$ cat config.mk
export PLATFORM = sky130hd
export DESIGN_NAME = adder_pipeline_chain
export DESIGN_NICKNAME = d
export VERILOG_FILES = /design/src/rtl/adder_pipeline_chain.sv
export SDC_FILE = /design/constraint.sdc
export NUM_CORES = 1
export LEC_CHECK = 0
export CAP_MARGIN = 30
export CORE_ASPECT_RATIO = 0.7
export CORE_MARGIN = 5
export CORE_UTILIZATION = 53
export CTS_BUF_LIST = sky130_fd_sc_hd__clkbuf_4
export DETAILED_ROUTE_END_ITERATION = 7
export DONT_BUFFER_PORTS = 1
export GPL_TIMING_DRIVEN = 0
export PLACE_DENSITY = 0.72
export SLEW_MARGIN = 0
export SYNTH_ARGS = -nofsm -noshare
export SYNTH_HDL_FRONTEND = slang
export SYNTH_SLANG_ARGS = --single-unit
$ cat constraint.sdc
create_clock -name CLK -period 4.2 [get_ports CLK]
set_input_delay 0.42 -clock CLK [delete_from_list [all_inputs] [get_ports CLK]]
set_output_delay 0.42 -clock CLK [all_outputs]
set_load 0.005 [all_outputs]
$ cat src/rtl/adder_pipeline_chain.sv
// ----------------------------------------------------------------------------
// adder_pipeline_chain
//   Pipelined ripple-carry adder. The WIDTH-bit addition a0 + a1 is cut into
//   STAGES slices of SLICE = ceil(WIDTH/STAGES) bits. The last slice takes the
//   remaining bits. Each slice is added in its own cycle, and the carry is
//   registered between slices. The upper operand bits that are still
//   unprocessed travel forward in skew registers. The finished low sum bits
//   travel forward in deskew registers. A valid/ready handshake is used on
//   both sides, giving a throughput of one add per cycle and a latency of
//   STAGES cycles.
//
//   Optional feature macro: ADDER_PIPE_OVF_EN adds the signed-overflow port
//   ovf.
//
// Ports
//   CLK        in   1        clock, rising edge
//   RST        in   1        asynchronous reset, active-low
//   in_valid   in   1        a0/a1 valid this cycle
//   in_ready   out  1        block accepts a0/a1 this cycle
//   a0, a1     in   WIDTH    unsigned operands
//   out_valid  out  1        sum valid
//   out_ready  in   1        consumer takes sum this cycle
//   sum        out  WIDTH+1  a0 + a1, MSB is the final carry-out
//   ovf        out  1        two's-complement overflow (ADDER_PIPE_OVF_EN only)
// ----------------------------------------------------------------------------
module adder_pipeline_chain #(
  parameter int WIDTH  = 8,
  parameter int STAGES = 4
) (
  input  logic             CLK,
  input  logic             RST,
  input  logic             in_valid,
  output logic             in_ready,
  input  logic [WIDTH-1:0] a0,
  input  logic [WIDTH-1:0] a1,
  output logic             out_valid,
  input  logic             out_ready,
  output logic [WIDTH:0]   sum
`ifdef ADDER_PIPE_OVF_EN
  ,
  output logic             ovf
`endif
);

  localparam int SLICE = (WIDTH + STAGES - 1) / STAGES;

  logic w_stall;
  logic w_unused_skew;

  // A full output that the consumer does not take freezes every stage.
  assign w_stall  = out_valid & ~out_ready;
  assign in_ready = ~w_stall;

  for (genvar k = 0; k < STAGES; k++) begin : g_stage
    // Bit range [LO, HI) that this stage adds. It is empty when the slices run out early.
    localparam int LO = k * SLICE;
    localparam int HI = ((k + 1) * SLICE > WIDTH) ? WIDTH : (k + 1) * SLICE;

    logic             w_v_in;
    logic             w_c_in;
    logic             w_c;
    logic [WIDTH-1:0] w_a0;
    logic [WIDTH-1:0] w_a1;
    logic [WIDTH-1:0] w_ps_in;
    logic [WIDTH-1:0] w_ps;

    logic             r_v;
    logic             r_c;
    logic [WIDTH-1:0] r_ps;
    logic [WIDTH-1:0] r_a0;
    logic [WIDTH-1:0] r_a1;
`ifdef ADDER_PIPE_OVF_EN
    logic             w_cm_in;
    logic             w_cm;
    logic             r_cm;
`endif

    if (k == 0) begin : g_head
      assign w_v_in  = in_valid;
      assign w_c_in  = 1'b0;
      assign w_a0    = a0;
      assign w_a1    = a1;
      assign w_ps_in = {WIDTH{1'b0}};
`ifdef ADDER_PIPE_OVF_EN
      assign w_cm_in = 1'b0;
`endif
    end else begin : g_body
      assign w_v_in  = g_stage[k-1].r_v;
      assign w_c_in  = g_stage[k-1].r_c;
      assign w_a0    = g_stage[k-1].r_a0;
      assign w_a1    = g_stage[k-1].r_a1;
      assign w_ps_in = g_stage[k-1].r_ps;
`ifdef ADDER_PIPE_OVF_EN
      assign w_cm_in = g_stage[k-1].r_cm;
`endif
    end

    // Ripple through this stage's slice. Bits outside the slice pass through unchanged.
    always_comb begin
      w_ps = w_ps_in;
      w_c  = w_c_in;
`ifdef ADDER_PIPE_OVF_EN
      w_cm = w_cm_in;
`endif
      for (int i = 0; i < WIDTH; i++) begin
        if (i >= LO && i < HI) begin
`ifdef ADDER_PIPE_OVF_EN
          // Remember the carry into the MSB for the overflow flag.
          if (i == WIDTH - 1) begin
            w_cm = w_c;
          end else begin
            w_cm = w_cm;
          end
`endif
          w_ps[i] = w_a0[i] ^ w_a1[i] ^ w_c;
          w_c     = (w_a0[i] & w_a1[i]) | (w_c & (w_a0[i] ^ w_a1[i]));
        end else begin
          w_ps[i] = w_ps_in[i];
        end
      end
    end

    // Stage register: advances together with the whole pipe, holds under stall.
    always_ff @(posedge CLK or negedge RST) begin
      if (!RST) begin
        r_v  <= 1'b0;
        r_c  <= 1'b0;
        r_ps <= {WIDTH{1'b0}};
        r_a0 <= {WIDTH{1'b0}};
        r_a1 <= {WIDTH{1'b0}};
`ifdef ADDER_PIPE_OVF_EN
        r_cm <= 1'b0;
`endif
      end else if (!w_stall) begin
        r_v  <= w_v_in;
        r_c  <= w_c;
        r_ps <= w_ps;
        r_a0 <= w_a0;
        r_a1 <= w_a1;
`ifdef ADDER_PIPE_OVF_EN
        r_cm <= w_cm;
`endif
      end else begin
        r_v  <= r_v;
        r_c  <= r_c;
        r_ps <= r_ps;
        r_a0 <= r_a0;
        r_a1 <= r_a1;
`ifdef ADDER_PIPE_OVF_EN
        r_cm <= r_cm;
`endif
      end
    end
  end

  // The last stage register is the output register.
  assign out_valid = g_stage[STAGES-1].r_v;
  assign sum       = {g_stage[STAGES-1].r_c, g_stage[STAGES-1].r_ps};

`ifdef ADDER_PIPE_OVF_EN
  // Both terms are flops of the last stage, so ovf stays aligned with sum and holds under stall.
  assign ovf = g_stage[STAGES-1].r_cm ^ g_stage[STAGES-1].r_c;
`endif

  // The last stage's operand copies have no consumer. Synthesis removes them.
  assign w_unused_skew = ^{g_stage[STAGES-1].r_a0, g_stage[STAGES-1].r_a1};

endmodule
# Yosys cells after proc, flatten, opt, wreduce, memory -nomap -nowiden
# Cells that the tools add are included.
[totals] elab_cells=58 inputBits=20 output_inout_bits=11 register_bits=76
[classes] bitwise=40
[op_table] operator="$and 1x1->1" count=16
[op_table] operator="$xor 1x1->1" count=15
[op_table] operator="$or 1x1->1" count=7
[op_table] operator="$not 1->1" count=2

# Logic depth before layout (Yosys ltp)
[logic_depth] depth_word=5 ltp_mapped=5

# Worst setup path before layout
# No wires, ideal clock.
[synth_timing] path_type="reg-to-reg" startpoint="reg g_stage[2].r_c" endpoint="reg g_stage[3].r_ps[7]" arrival_ns=1.305 synth_period_minus_slack_ns=1.430 setup_slack_ns=2.770 stages_incl_launch_ff=5 n_path_buf=0 t_required_ns=4.075 path_cell_list="dfrtp_1 -> inv_1 -> fa_1 -> fa_1 -> a21oi_1"
[synth_via] elab_chain_len=3
[synth_rtl] element="from (decl)" line_no="68" text="logic r_c;"
[synth_rtl] element="from (signal assigned)" line_no="136" text="r_c <= w_c;"
[synth_rtl] element="from (signal assigned)" line_no="145" text="r_c <= r_c;"
[synth_rtl] element="$and 1x1->1" line_no="116" text="w_c = (w_a0[i] & w_a1[i]) | (w_c & (w_a0[i] ^ w_a1[i]));"
[synth_rtl] element="$or 1x1->1" line_no="116"
[synth_rtl] element="$xor 1x1->1" line_no="115" text="w_ps[i] = w_a0[i] ^ w_a1[i] ^ w_c;"
[synth_rtl] element="to (signal assigned)" line_no="128" text="r_ps <= {WIDTH{1'b0}};"
[synth_rtl] element="to (signal assigned)" line_no="137" text="r_ps <= w_ps;"
[synth_rtl] element="to (signal assigned)" line_no="146" text="r_ps <= r_ps;"
[synth_rtl] element="to (decl)" line_no="69" text="logic [WIDTH-1:0] r_ps;"
# No other way between the ends.
# A chain may end at the register's enable or synchronous reset.

# Worst setup path after layout
[layout_timing] startpoint="reg g_stage[3].r_v, in the netlist out_valid" endpoint="out in_ready"
[layout_via] elab_chain_len=2
[layout_rtl] element="from (decl)" line_no="67" text="logic r_v;"
[layout_rtl] element="from (signal assigned)" line_no="135" text="r_v <= w_v_in;"
[layout_rtl] element="from (signal assigned)" line_no="144" text="r_v <= r_v;"
[layout_rtl] element="$and 1x1->1" line_no="51" text="assign w_stall = out_valid & ~out_ready;"
[layout_rtl] element="$not 1->1" line_no="52" text="assign in_ready = ~w_stall;"
[layout_rtl] element="to (decl)" line_no="33" text="output logic in_ready,"
# No other way between the ends.

==> metrics.md <==
| Metric | Value |
|---|---|
| WP data required | `around 3.8 ns` |
| Nets@finish | `approximately 180` |
| Crit-path slowest cell | `dfrtp_1` |
| Synth Area per Inst | `~16 um^2` |
| GRT overflow | `0` |
| Max Fclk | `approximately 0.53 GHz` |
| Core ar. | `about 4300 um^2` |
| Reg area | `1301 um^2` |
| CTS clk-pin slew, worst paths | `0.15 ns` |
| Fraction of layout cells with a size suffix above 1 | `0.3631` |
| Crit. End Element | `output port` |
| Via density | `between 5 and 6` |
| Minimum clock period | `roughly 1.9 ns` |
| Crit path cell chain | `nand2b_4, buf_6, buf_2` |
| Yosys warning total | `0` |
| Worst min-delay path class | `primary input to register` |
| Number of global-route vias before repair | `roughly 1.2k` |
| Total of max-cap violations | `0` |
| Number of buffers created by CTS | `5` |
| Area leader, netlist | `dfrtp_1` |
| Global-route wire length before repair | `6486 um` |
| Max-slew headroom | `0.7573` |
| Root Buffer | `clkbuf_4` |
| Maximum VDD drop | `between 0.3 and 0.4 mV` |
| Clock Tree Buf Depth | `2` |
| Seq cells post-synth | `52` |
| Maximum fanout along the worst path | `10` |
| Largest net degree at the start of global routing | `53` |
| Post-CTS Setup Inserts | `0` |
| RSZ-0062 raised after global routing | `false` |
| CP max stage delay | `~0.54 ns` |
| Tot Pwr | `between 1.5 and 2 mW` |
| Row Count | `20` |
| Slew @ Worst Pin | `0.3640 ns` |
| Syn Inst Count | `~150` |
| H-tree levels | `2` |
| Hold_ws | `0.1790 ns` |
| Fin. max-slew vios | `0` |
| Post-Place Cells | `202` |
| Critical path launch point type | `register` |
| Via count | `roughly 1.1k` |
| PortBufs | `0` |
| Detail Placement HPWL | `between 2000 and 3000 um` |
| Die area | `~5900 um^2` |
| Starting Density | `0.5477` |
| # setup viols final | `0` |
| Ranking of synthesized cells by area | `dfrtp_1 (55%), mux2_4 (23%), fa_1 (5.9%), inv_1 (2.8%), buf_12 (2.5%)` |
| Total GRT Usage | `0.1460` |
| Initial drt markers | `27` |
| DRC viols | `0` |
| Antenna Cells | `0` |
| FF-to-FF path depth | `4` |
| Post-Syn Area | `around 2400 um^2` |
| Antenna violations before repair | `0` |
| Footprint of the multi-input gates | `892.1 um^2` |
| Period utilization | `0.4457` |
| Synth top area share | `0.5488` |
| Drt wl/cell | `approximately 18 um` |
| Die width | `around 90 um` |
| TritonCTS clock tree | `built` |
| Final setup TNS | `0 ns` |
| TritonRoute pass-1 iters | `4` |
| GPL Wtd Cong | `0.7050` |
| Yosys cell types | `16` |
| Outcome | `finished clean` |
| Routed WL | `3861 um` |
| Worst skew pair latency | `around 0.38 ns` |
| Hold path cells | `1` |
| Die Y | `65.96 um` |
| Clk sink count | `52` |
| Skew final | `0.01209 ns` |
| Area growth syn-to-layout | `6.649%` |
| I/O pin cnt | `31` |
| Sequential area share after synthesis | `0.5488` |
| Final Hold Fails | `0` |
| Filler cells | `347` |
| Arr. time, crit path | `approximately 1.5 ns` |
| Detail Route Antenna Nets | `0` |
| Pwr Density | `686.7 nW/um^2` |
| Syn nets | `roughly 180` |
| Final Util | `0.5841` |
| Fin cells | `212` |
| Setup CP Type | `register to output port` |
| Pleak | `about 1.2 nW` |
-- flip-flops by register name, summed over array words and instances (netlist names) --
register      count
g_stage.r_a0     12
out_valid         1
g_stage.r_ps     20
g_stage.r_v       3
g_stage.r_c       4
g_stage.r_a1     12
-- kinds of logic (layout without fill, tap and decap cells) --
family          Yosys count  after routing  synth area share
compound gates            8              8           0.01689
simple gates             10             10           0.03377
fa+ha+maj                 8              8           0.06438
flops                    52             52            0.5488
buf+inv                  26             36           0.07493
mux                      43             43            0.2612
-- where the power goes --
group	switching (mW)	leakage, nW	total [mW]	internal (mW)
Sequential	0.142	0.599	0.857	0.714
Clock	0.157	0.0324	0.219	0.0619
Combinational	0.251	0.612	0.661	0.410
-- cells in the final DEF (no fill, tap or decap) --
master / synthesis / final
buf_8: 1 / 1
nor3b_1: 8 / 8
ha_1: 1 / 1
mux2i_1: 3 / 3
clkinv_2: 0 / 2
dfrtp_1: 52 / 52
a21oi_1: 8 / 8
buf_12: 3 / 3
buf_2: 1 / 1
mux2_2: 3 / 3
mux2_4: 37 / 37
clkbuf_4: 0 / 5
dlygate4sd3_1: 0 / 1
fa_1: 7 / 7
buf_4: 1 / 1
inv_1: 18 / 18
buf_6: 2 / 2
nand2b_4: 1 / 1
nand2b_1: 1 / 1
clkinv_1: 0 / 1
buf_16: 0 / 1
-- final cells by class --
class / count / share of cell area
repair buffers: 2 / 0.01484
plain buffers: 8 / 0.04354
flip-flops and latches: 52 / 0.5146
clock buffers: 5 / 0.01484
inverters: 18 / 0.02672
multi-input cells: 69 / 0.3528
clock inverters: 3 / 0.005443
well taps: 55 / 0.02721
-- worst paths after layout --
| kind | slack [ns] | start | endpoint |
|---|---|---|---|
| worst max register to register | 2.67 | g_stage[2].r_c | g_stage[3].r_ps[7] |
| min in group asynchronous | 0.56 | RST | g_stage[3].r_ps[0] |
| worst min-delay path | 0.18 | a0[7] | g_stage[0].r_a0[7] |
| max in group asynchronous | 3.42 | RST | g_stage[2].r_ps[0] |
| worst max-delay path | 2.33 | out_valid | in_ready |
| worst min register to register | 0.49 | g_stage[2].r_v | out_valid |
-- layer usage --
| metal | share of wire | global-route usage |
|---|---|---|
| met1 | 0.46 | 0.1880 |
| met2 | 0.47 | 0.2217 |
| met3 | 0.047 | 0.05006 |
| met4 | 0.020 | 0.07249 |
| met5 | 0 | 0 |
-- through the flow --
step / cell area [um^2] / setup WS [ns]
global route: 2529 / 2.226
floorplan: 2371 / 2.770
finish: 2529 / 2.328
CTS: 2529 / 2.303
detailed placement: 2440 / 2.673
global placement: 2440 / 2.710
-- what timing repair did --
| item | CTS | global route |
|---|---|---|
| endpoints found under the hold margin | 52 | 0 |
| resized for setup | 0 | 0 |
| hold buffers | 2 | 0 |
-- critical path, delay by kind of cell (launching register included) --
kind	cells	cell delay (ns)
buffers and inverters	2	0.41
AND/OR/NAND/NOR	1	0.12
flip-flops	1	0.54
-- cells in the mapped netlist --
| library cell | n |
|---|---|
| a21oi_1 | 8 |
| buf_12 | 3 |
| buf_2 | 1 |
| buf_4 | 1 |
| buf_6 | 2 |
| buf_8 | 1 |
| dfrtp_1 | 52 |
| fa_1 | 7 |
| ha_1 | 1 |
| inv_1 | 18 |
| mux2_2 | 3 |
| mux2_4 | 37 |
| mux2i_1 | 3 |
| nand2b_1 | 1 |
| nand2b_4 | 1 |
| nor3b_1 | 8 |
(Power assumes the default switching activity.)
